File: src/rtl/riscv_pkg.sv
// Shared RV32I control encodings: FSM states, opcodes, ALU codes and datapath select values.
// Used by multicycle_control, alu_decoder and the single-cycle control.
package riscv_pkg;

  typedef enum logic [3:0] {
    S_FETCH    = 4'd0,
    S_DECODE   = 4'd1,
    S_MEMADR   = 4'd2,
    S_MEMREAD  = 4'd3,
    S_MEMWB    = 4'd4,
    S_MEMWRITE = 4'd5,
    S_EXECR    = 4'd6,
    S_EXECI    = 4'd7,
    S_ALUWB    = 4'd8,
    S_BEQ      = 4'd9,
    S_JAL      = 4'd10
  } state_t;

  localparam logic [6:0] OP_LW  = 7'b0000011;
  localparam logic [6:0] OP_SW  = 7'b0100011;
  localparam logic [6:0] OP_R   = 7'b0110011;
  localparam logic [6:0] OP_I   = 7'b0010011;
  localparam logic [6:0] OP_BEQ = 7'b1100011;
  localparam logic [6:0] OP_JAL = 7'b1101111;

  localparam logic [1:0] ALUOP_ADD   = 2'b00;
  localparam logic [1:0] ALUOP_SUB   = 2'b01;
  localparam logic [1:0] ALUOP_FUNCT = 2'b10;

  localparam logic [2:0] ALU_ADD = 3'b000;
  localparam logic [2:0] ALU_SUB = 3'b001;
  localparam logic [2:0] ALU_AND = 3'b010;
  localparam logic [2:0] ALU_OR  = 3'b011;
  localparam logic [2:0] ALU_SLT = 3'b101;

  localparam logic [1:0] IMM_I = 2'b00;
  localparam logic [1:0] IMM_S = 2'b01;
  localparam logic [1:0] IMM_B = 2'b10;
  localparam logic [1:0] IMM_J = 2'b11;

  localparam logic [1:0] RES_ALUOUT    = 2'b00;
  localparam logic [1:0] RES_DATA      = 2'b01;
  localparam logic [1:0] RES_ALURESULT = 2'b10;

  localparam logic [1:0] SRCA_PC    = 2'b00;
  localparam logic [1:0] SRCA_OLDPC = 2'b01;
  localparam logic [1:0] SRCA_RS1   = 2'b10;

  localparam logic [1:0] SRCB_RS2  = 2'b00;
  localparam logic [1:0] SRCB_IMM  = 2'b01;
  localparam logic [1:0] SRCB_FOUR = 2'b10;

endpackage

File: src/rtl/alu_decoder.sv
// Maps the control's ALUOp request plus instruction funct fields to a 3-bit ALU operation.
// Shared between the single-cycle and multi-cycle control units.
module alu_decoder
  import riscv_pkg::*;
(
  input  logic [1:0] alu_op,
  input  logic [2:0] funct3,
  input  logic       op5,
  input  logic       funct7b5,
  output logic [2:0] alu_control
);

  always_comb begin
    alu_control = ALU_ADD;
    case (alu_op)
      ALUOP_SUB: alu_control = ALU_SUB;
      ALUOP_FUNCT: begin
        case (funct3)
          // op5 separates R-type sub from I-type addi, which has no sub form
          3'b000:  alu_control = (op5 && funct7b5) ? ALU_SUB : ALU_ADD;
          3'b010:  alu_control = ALU_SLT;
          3'b110:  alu_control = ALU_OR;
          3'b111:  alu_control = ALU_AND;
          default: alu_control = ALU_ADD;
        endcase
      end
      default: alu_control = ALU_ADD;
    endcase
  end

endmodule

File: src/rtl/multicycle_control.sv
// Moore FSM sequencing the shared-memory RV32I datapath over 3-5 cycles per instruction.
// Define MCCTRL_JAL_EN to compile in jal support; otherwise jal decodes as illegal.
module multicycle_control
  import riscv_pkg::*;
(
  input  logic       CLK,
  input  logic       rst,
  input  logic [6:0] op,
  input  logic [2:0] funct3,
  input  logic       funct7b5,
  input  logic       Zero,
  output logic       PCWrite,
  output logic       AdrSrc,
  output logic       MemWrite,
  output logic       IRWrite,
  output logic [1:0] ResultSrc,
  output logic [1:0] ALUSrcA,
  output logic [1:0] ALUSrcB,
  output logic [2:0] ALUControl,
  output logic [1:0] ImmSrc,
  output logic       RegWrite,
  output logic       illegal,
  output logic [3:0] state
);

  state_t     state_q, state_d, out_state;
  logic [1:0] alu_op;
  logic       pc_write_raw, mem_write_raw, ir_write_raw, reg_write_raw, illegal_raw;

  always_ff @(posedge CLK) begin
    if (!rst) state_q <= S_FETCH;
    else      state_q <= state_d;
  end

  always_comb begin
    state_d = S_FETCH;
    case (state_q)
      S_FETCH:  state_d = S_DECODE;
      S_DECODE: begin
        case (op)
          OP_LW, OP_SW: state_d = S_MEMADR;
          OP_R:         state_d = S_EXECR;
          OP_I:         state_d = S_EXECI;
          OP_BEQ:       state_d = S_BEQ;
`ifdef MCCTRL_JAL_EN
          OP_JAL:       state_d = S_JAL;
`endif
          default:      state_d = S_FETCH;
        endcase
      end
      S_MEMADR:  state_d = op[5] ? S_MEMWRITE : S_MEMREAD;
      S_MEMREAD: state_d = S_MEMWB;
      S_EXECR, S_EXECI: state_d = S_ALUWB;
`ifdef MCCTRL_JAL_EN
      S_JAL:     state_d = S_ALUWB;
`endif
      default:   state_d = S_FETCH;
    endcase
  end

  // While in reset the selects present FETCH values so the datapath sees a quiet, known setup.
  assign out_state = rst ? state_q : S_FETCH;

  always_comb begin
    pc_write_raw  = 1'b0;
    AdrSrc        = 1'b0;
    mem_write_raw = 1'b0;
    ir_write_raw  = 1'b0;
    reg_write_raw = 1'b0;
    illegal_raw   = 1'b0;
    ResultSrc     = RES_ALUOUT;
    ALUSrcA       = SRCA_PC;
    ALUSrcB       = SRCB_RS2;
    alu_op        = ALUOP_ADD;
    case (out_state)
      S_FETCH: begin
        ir_write_raw = 1'b1;
        pc_write_raw = 1'b1;
        ALUSrcB      = SRCB_FOUR;
        ResultSrc    = RES_ALURESULT;
      end
      S_DECODE: begin
        ALUSrcA = SRCA_OLDPC;
        ALUSrcB = SRCB_IMM;
        case (op)
          OP_LW, OP_SW, OP_R, OP_I, OP_BEQ: illegal_raw = 1'b0;
`ifdef MCCTRL_JAL_EN
          OP_JAL:  illegal_raw = 1'b0;
`endif
          default: illegal_raw = 1'b1;
        endcase
      end
      S_MEMADR: begin
        ALUSrcA = SRCA_RS1;
        ALUSrcB = SRCB_IMM;
      end
      S_MEMREAD: AdrSrc = 1'b1;
      S_MEMWB: begin
        ResultSrc     = RES_DATA;
        reg_write_raw = 1'b1;
      end
      S_MEMWRITE: begin
        AdrSrc        = 1'b1;
        mem_write_raw = 1'b1;
      end
      S_EXECR: begin
        ALUSrcA = SRCA_RS1;
        alu_op  = ALUOP_FUNCT;
      end
      S_EXECI: begin
        ALUSrcA = SRCA_RS1;
        ALUSrcB = SRCB_IMM;
        alu_op  = ALUOP_FUNCT;
      end
      S_ALUWB: reg_write_raw = 1'b1;
      S_BEQ: begin
        ALUSrcA      = SRCA_RS1;
        alu_op       = ALUOP_SUB;
        pc_write_raw = Zero;
      end
`ifdef MCCTRL_JAL_EN
      S_JAL: begin
        ALUSrcA      = SRCA_OLDPC;
        ALUSrcB      = SRCB_FOUR;
        pc_write_raw = 1'b1;
      end
`endif
      default: begin
        pc_write_raw = 1'b0;
      end
    endcase
  end

  assign PCWrite  = rst & pc_write_raw;
  assign MemWrite = rst & mem_write_raw;
  assign IRWrite  = rst & ir_write_raw;
  assign RegWrite = rst & reg_write_raw;
  assign illegal  = rst & illegal_raw;
  assign state    = state_q;

  always_comb begin
    case (op)
      OP_SW:   ImmSrc = IMM_S;
      OP_BEQ:  ImmSrc = IMM_B;
      OP_JAL:  ImmSrc = IMM_J;
      default: ImmSrc = IMM_I;
    endcase
  end

  alu_decoder u_alu_decoder (
    .alu_op      (alu_op),
    .funct3      (funct3),
    .op5         (op[5]),
    .funct7b5    (funct7b5),
    .alu_control (ALUControl)
  );

endmodule

File: config.mk
export PLATFORM = sky130hd
export DESIGN_NAME = multicycle_control
export DESIGN_NICKNAME = d
export VERILOG_FILES = /design/src/rtl/riscv_pkg.sv /design/src/rtl/alu_decoder.sv /design/src/rtl/multicycle_control.sv
export SDC_FILE = /design/constraint.sdc
export NUM_CORES = 1
export LEC_CHECK = 0
export ABC_CLOCK_PERIOD_IN_PS = 3100
export CAP_MARGIN = 20
export CORE_MARGIN = 10
export CORE_UTILIZATION = 38
export DETAILED_ROUTE_END_ITERATION = 10
export PLACE_DENSITY = 0.93
export SETUP_SLACK_MARGIN = 0.4
export SLEW_MARGIN = 10
export SYNTH_ARGS = -nofsm -noshare
export SYNTH_HDL_FRONTEND = slang
export SYNTH_SLANG_ARGS = --single-unit
File: constraint.sdc
create_clock -name CLK -period 3.1 [get_ports CLK]
set_input_delay 0.31 -clock CLK [delete_from_list [all_inputs] [get_ports CLK]]
set_output_delay 0.31 -clock CLK [all_outputs]
set_load 0.005 [all_outputs]
* Yosys cells after proc, flatten, opt, wreduce, memory -nomap -nowiden *
Cells that the tools add are included.

operators by class
  equal/unequal tests = 25
  multiplexer cells = 19
  reduce and logical (&&, ||, !) cells = 12
  bitwise logic cells = 5

operators with widths
  operator            count
  $eq 4x3->1 const B  6
  $pmux 4 s5          1
  $eq 4x2->1 const B  4
  $pmux 2 s2          4
  $pmux 4 s4          1
  $eq 7x6->1 const B  2
  $eq 7x7->1 const B  2
  $pmux 3 s4          1
  $reduce_or 2->1     5
  $eq 4x1->1 const B  2
  $eq 4x4->1 const B  2
  $logic_not 4->1     2
  $eq 7x2->1 const B  1
  $eq 7x5->1 const B  1
  $mux 1              7
  $eq 3x3->1 const B  2
  $pmux 2 s3          1
  $pmux 3 s2          1
  $and 1x1->1         5
  $reduce_or 5->1     1
  $mux 4              1
  $reduce_or 4->1     1
  $eq 3x2->1 const B  1
  $logic_not 3->1     1
  other kinds (6)     6

word-level totals
  output and inout bits = 21
  register bits after elaboration = 4
  input port bits = 14
  word-level logic and storage cells = 62

* Depth between registers and ports, before layout *
  word-level depth = 6
  gate-level depth with buffers = 8

* Hierarchy *
A second synthesis with hierarchy kept.

unflattened totals
  cell total of the unflattened synthesis = 74
  area, all modules = 598.1 µm²

by module, submodules not included
  module              times used  area an instance (µm²)  cells each  sequential area each (µm²)
  multicycle_control  1           501.7                   63          80.1
  alu_decoder         1           96.3                    11          0.0

* Least setup slack after synthesis *
No wires, ideal clock.

  path type = register to output
  start point = register state_q[1] (netlist: state[1])
  end point = output port ALUControl[1]
  stages on the path, launching flop included = 7
  path buffers = 1
  arrival time = 1.428 ns
  setup slack = 1.362 ns
  required time = 2.790 ns
  path through = dfxtp_1 > clkbuf_1 > nor2b_1 > nand3_1 > inv_1 > ha_1 > nor3b_1

on the way
  cells in the longest elaborated chain, start to end = 6

ends and longest elaborated chain
  what                                      RTL line                  source
  start: declaration                        multicycle_control.sv:26  state_t state_q, state_d, out_state;
  start signal: assignment                  multicycle_control.sv:32  else state_q <= state_d;
  $mux 4 (*)                                multicycle_control.sv:62  assign out_state = rst ? state_q : S_FETCH;
  $eq 4x3->1                                multicycle_control.sv:75  case (out_state)
  $reduce_or 2->1 (no source line)          -
  $pmux 2 s2 (*)                            multicycle_control.sv:75
  $eq 2x2->1 or $eq 2x1->1 (tied branches)  alu_decoder.sv:15         case (alu_op)
  $pmux 3 s2 (*)                            alu_decoder.sv:15
  end: declaration                          multicycle_control.sv:19  output logic [2:0] ALUControl,

Mark *: on every way between the ends. The rest lies on a longest branch, timed or not.

* Worst setup path after layout *
Ends and elaborated chain as after synthesis.

==> qor.yml <==
detailed_routing:
  route.detailed.drc: 0
  viasPerCell: 5.37
  drtPass1Iterations: 4
  routed_wl_um: 1800
  dr_total_vias: 650
  drtIter0Drc: 4
  routedWlPerCell_um: 14.9
  ant_nets: 0
critical_path:
  worstRegToRegCells: 3
  endpoint: "ALUControl[1]"
  critPathKind: "flop to primary output"
  crit_start: "state[1]"
  critical_path_depth: 6
  path_buf_inv: 2
  worstPathCellList: "nor2b_1 > nand3_1 > inv_1 > ha_1 > nor3b_1 > clkdlybuf4s50_1"
  r2r_slack_ns: 1.71
  r2r_start: "state[1]"
  cp-end-kind: "primary output"
  arrival_ns: 2.22
  path_delay_family: "flip-flops"
  cp_slowest_cell: "dfxtp_1"
  path_max_fanout: 13
  timing.rr.end: "state[1]"
  crit_path_max_incr_delay_ns: 0.61
  cp-start-kind: "flop"
  required_ns: 2.79
layout:
  stdcell_count: 121
  fin_nets: 124
  antenna_cells: 0
  largest_reg_flops: 4
  area_growth_pct: 69.2
  drive_gt1_share_pct: 13.2
die:
  dieWidth_um: 57.5
  start_util_pct: 40.6
  die_y_um: 57.5
  die_area_um2: 3310
  core_um2: 1320
  io_pins: 35
  fp-row-count: 13
global_routing:
  antenna_found_initial: 0
  grt_pass1_vias: 676
  grt_pass1_wl_um: 2850
  grt_start_max_net_pins: 17
  use_met1_pct: 9.54
  grtUsageTotal_pct: 10.4
  grtUsageMet2_pct: 18.4
  grt-busiest-layer: "met2"
  met3_usage_pct: 6.86
  gr-total-overflow: 0
logic_synthesis:
  ys_types: 34
  synth_top_cell_by_area: "dfxtp_1"
  seq_area_frac_synth_pct: 15.0
  yosysWarnings: 0
  synth_fp_nets: 89
  synth_top_area_share_pct: 15.0
  synth_seq_cells: 4
  synth_area_um2: 536
  synth_area_leaders: "dfxtp_1, nor2b_1, xnor2_1"
  syn_inst: 73
  avgSynthCellArea_um2: 7.34
clocking:
  clockRootBuffer: "clkbuf_4"
  ctsHoldBuffers: 0
  clock-sinks: 4
  cts_tree: "yes"
  post_cts_buffers: 0
  cts_buffers: 3
  htreeDepth: 1
  clk_latency_ns: 0.24
  ctsLongestPathBuffers: 2
  clk_pin_slew_ns: 0.04
sta:
  finalCriticalPeriod_ns: 2.53
  fin_crit_sh_pct: 81.7
  hold_violations: 0
  drv_slew: 0
  timing.slew.headroom_pct: 68.4
  max_freq_mhz: 395
  fin_setup_tns_ns: 0
  clock_skew_ns: 0.00854
  worstMarginPinSlew_ns: 0.474
  finalSetupViolations: 0
  rsz0062_at_grt: "yes"
status:
  status: "complete, no violations"
job:
  maxCapViolCount: 0
power:
  p_comb_share_pct: 33.0
  seqPwrFrac_pct: 30.9
  ir_drop_mv: 0.193
  clkPwrFrac_pct: 36.1
  switchingPower_mw: 0.0510
  internal_power_mw: 0.137
  switching_share_pct: 27.1
  leakage_nw: 0.350
  cellPowerDensity_nw_per_um2: 208
placed_design:
  gp_congestion: 0.774
  io_buffer_count: 34
  hpwl_um: 1430
  dp.cells: 118
worst_hold_path:
  hold_class: "flop to flop"
  min-delay-start: "state[0]"
==> worst register-to-register path, delay by kind of cell (launching register included) <==
kind                   cells  cell delay [ns]
DFF                        1             0.61
and+or+nand+nor            1             0.38
buffers and inverters      1             0.19
AOI/OAI and AO/OA          1             0.14
==> Yosys cell counts (all sizes together) <==
cell type / count
nand4b: 1
o41ai: 2
mux2i: 1
nand3: 5
o211ai: 1
nor4b: 1
and3: 3
nand3b: 1
nand2b: 2
and2b: 2
nor3: 4
nor2b: 5
o21ai: 4
buf: 2
xor2: 1
clkbuf: 2
dfxtp: 4
nor2: 2
xnor2: 3
and3b: 2
or2: 1
or3: 2
a21oi: 6
and4bb: 1
nor3b: 2
or3b: 1
inv: 5
ha: 2
nand2: 4
o21a: 1
==> metal layers <==
| metal | wire length, um | share of wire, % |
|---|---|---|
| met5 | 0 | 0 |
| met4 | 14 | 0.78 |
| met1 | 735 | 41 |
| met3 | 178 | 9.9 |
| met2 | 870 | 48 |
==> worst min path at each step <==
stage	end	slack (ns)	cells past startpoint
2_1_floorplan	state[2]	0.48	2
3_3_place_gp	state[0]	0.66	1
3_5_place_dp	state[0]	0.67	1
4_1_cts	state[0]	0.58	1
5_1_grt	state[0]	0.60	1
6_report	state[0]	0.58	1
==> cell type report <==
class                      count  area (um^2)
clock buffer                   3         22.5
fill                         118          412
inverter                       5         18.8
multi-input combinational     60          420
sequential                     4         82.6
tap                           15         18.8
timing repair buffer          34          343
==> power by group through the flow <==
stage               combinational [mW]  clock [mW]  sequential (mW)
floorplan                       0.0254           0           0.0555
global placement                0.0602           0           0.0583
detailed placement              0.0614           0           0.0585
CTS                             0.0624      0.0690           0.0580
global route                    0.0669      0.0743           0.0587
finish                          0.0620      0.0679           0.0581
==> metrics by stage <==
stage / hold slack, ns / power [mW] / setup WS, ns / util (%) / instance area (um^2)
floorplan: 0.484 / 0.0809 / 1.36 / - / 536
global placement: 0.657 / 0.118 / 0.390 / 66.1 / 871
detailed placement: 0.675 / 0.120 / 0.337 / 66.1 / 871
CTS: 0.579 / 0.190 / 0.406 / 68.5 / 902
global route: 0.601 / 0.200 / 0.390 / 68.8 / 906
finish: 0.580 / 0.188 / 0.566 / 68.8 / 906
==> placed cells by master, fill, tap and decap left out, types with 3 or more instances in the layout <==
cell             netlist  routed
a21oi_1                5       5
and3_1                 3       3
clkbuf_4               0       3
clkdlybuf4s50_1        0      33
inv_1                  5       5
nand2_1                4       4
nand3_1                5       5
nor2b_1                5       4
nor3_1                 4       4
o21ai_0                3       3
xnor2_1                3       3
==> what timing repair did <==
| item | in CTS | in global routing |
|---|---|---|
| gates resized for setup | 3 | 2 |
| endpoints found under the hold margin | 0 | 0 |
| pin swaps | 0 | 0 |
| setup endpoints to repair | 2 | 2 |
==> logic make-up (layout without fill, tap and decap cells) <==
| logic type | after synthesis | count (layout) | synth area share [%] |
|---|---|---|---|
| multiplexers | 1 | 1 | 1.87 |
| AND/OR/NAND/NOR | 39 | 39 | 47.2 |
| XOR/XNOR | 4 | 4 | 6.54 |
| flip-flops | 4 | 4 | 15.0 |
| adder cells (fa/ha/maj) | 2 | 2 | 4.67 |
| AO/OA/AOI/OAI | 14 | 14 | 16.8 |
| buffers and inverters | 9 | 42 | 7.94 |
(Power assumes the default switching activity.)
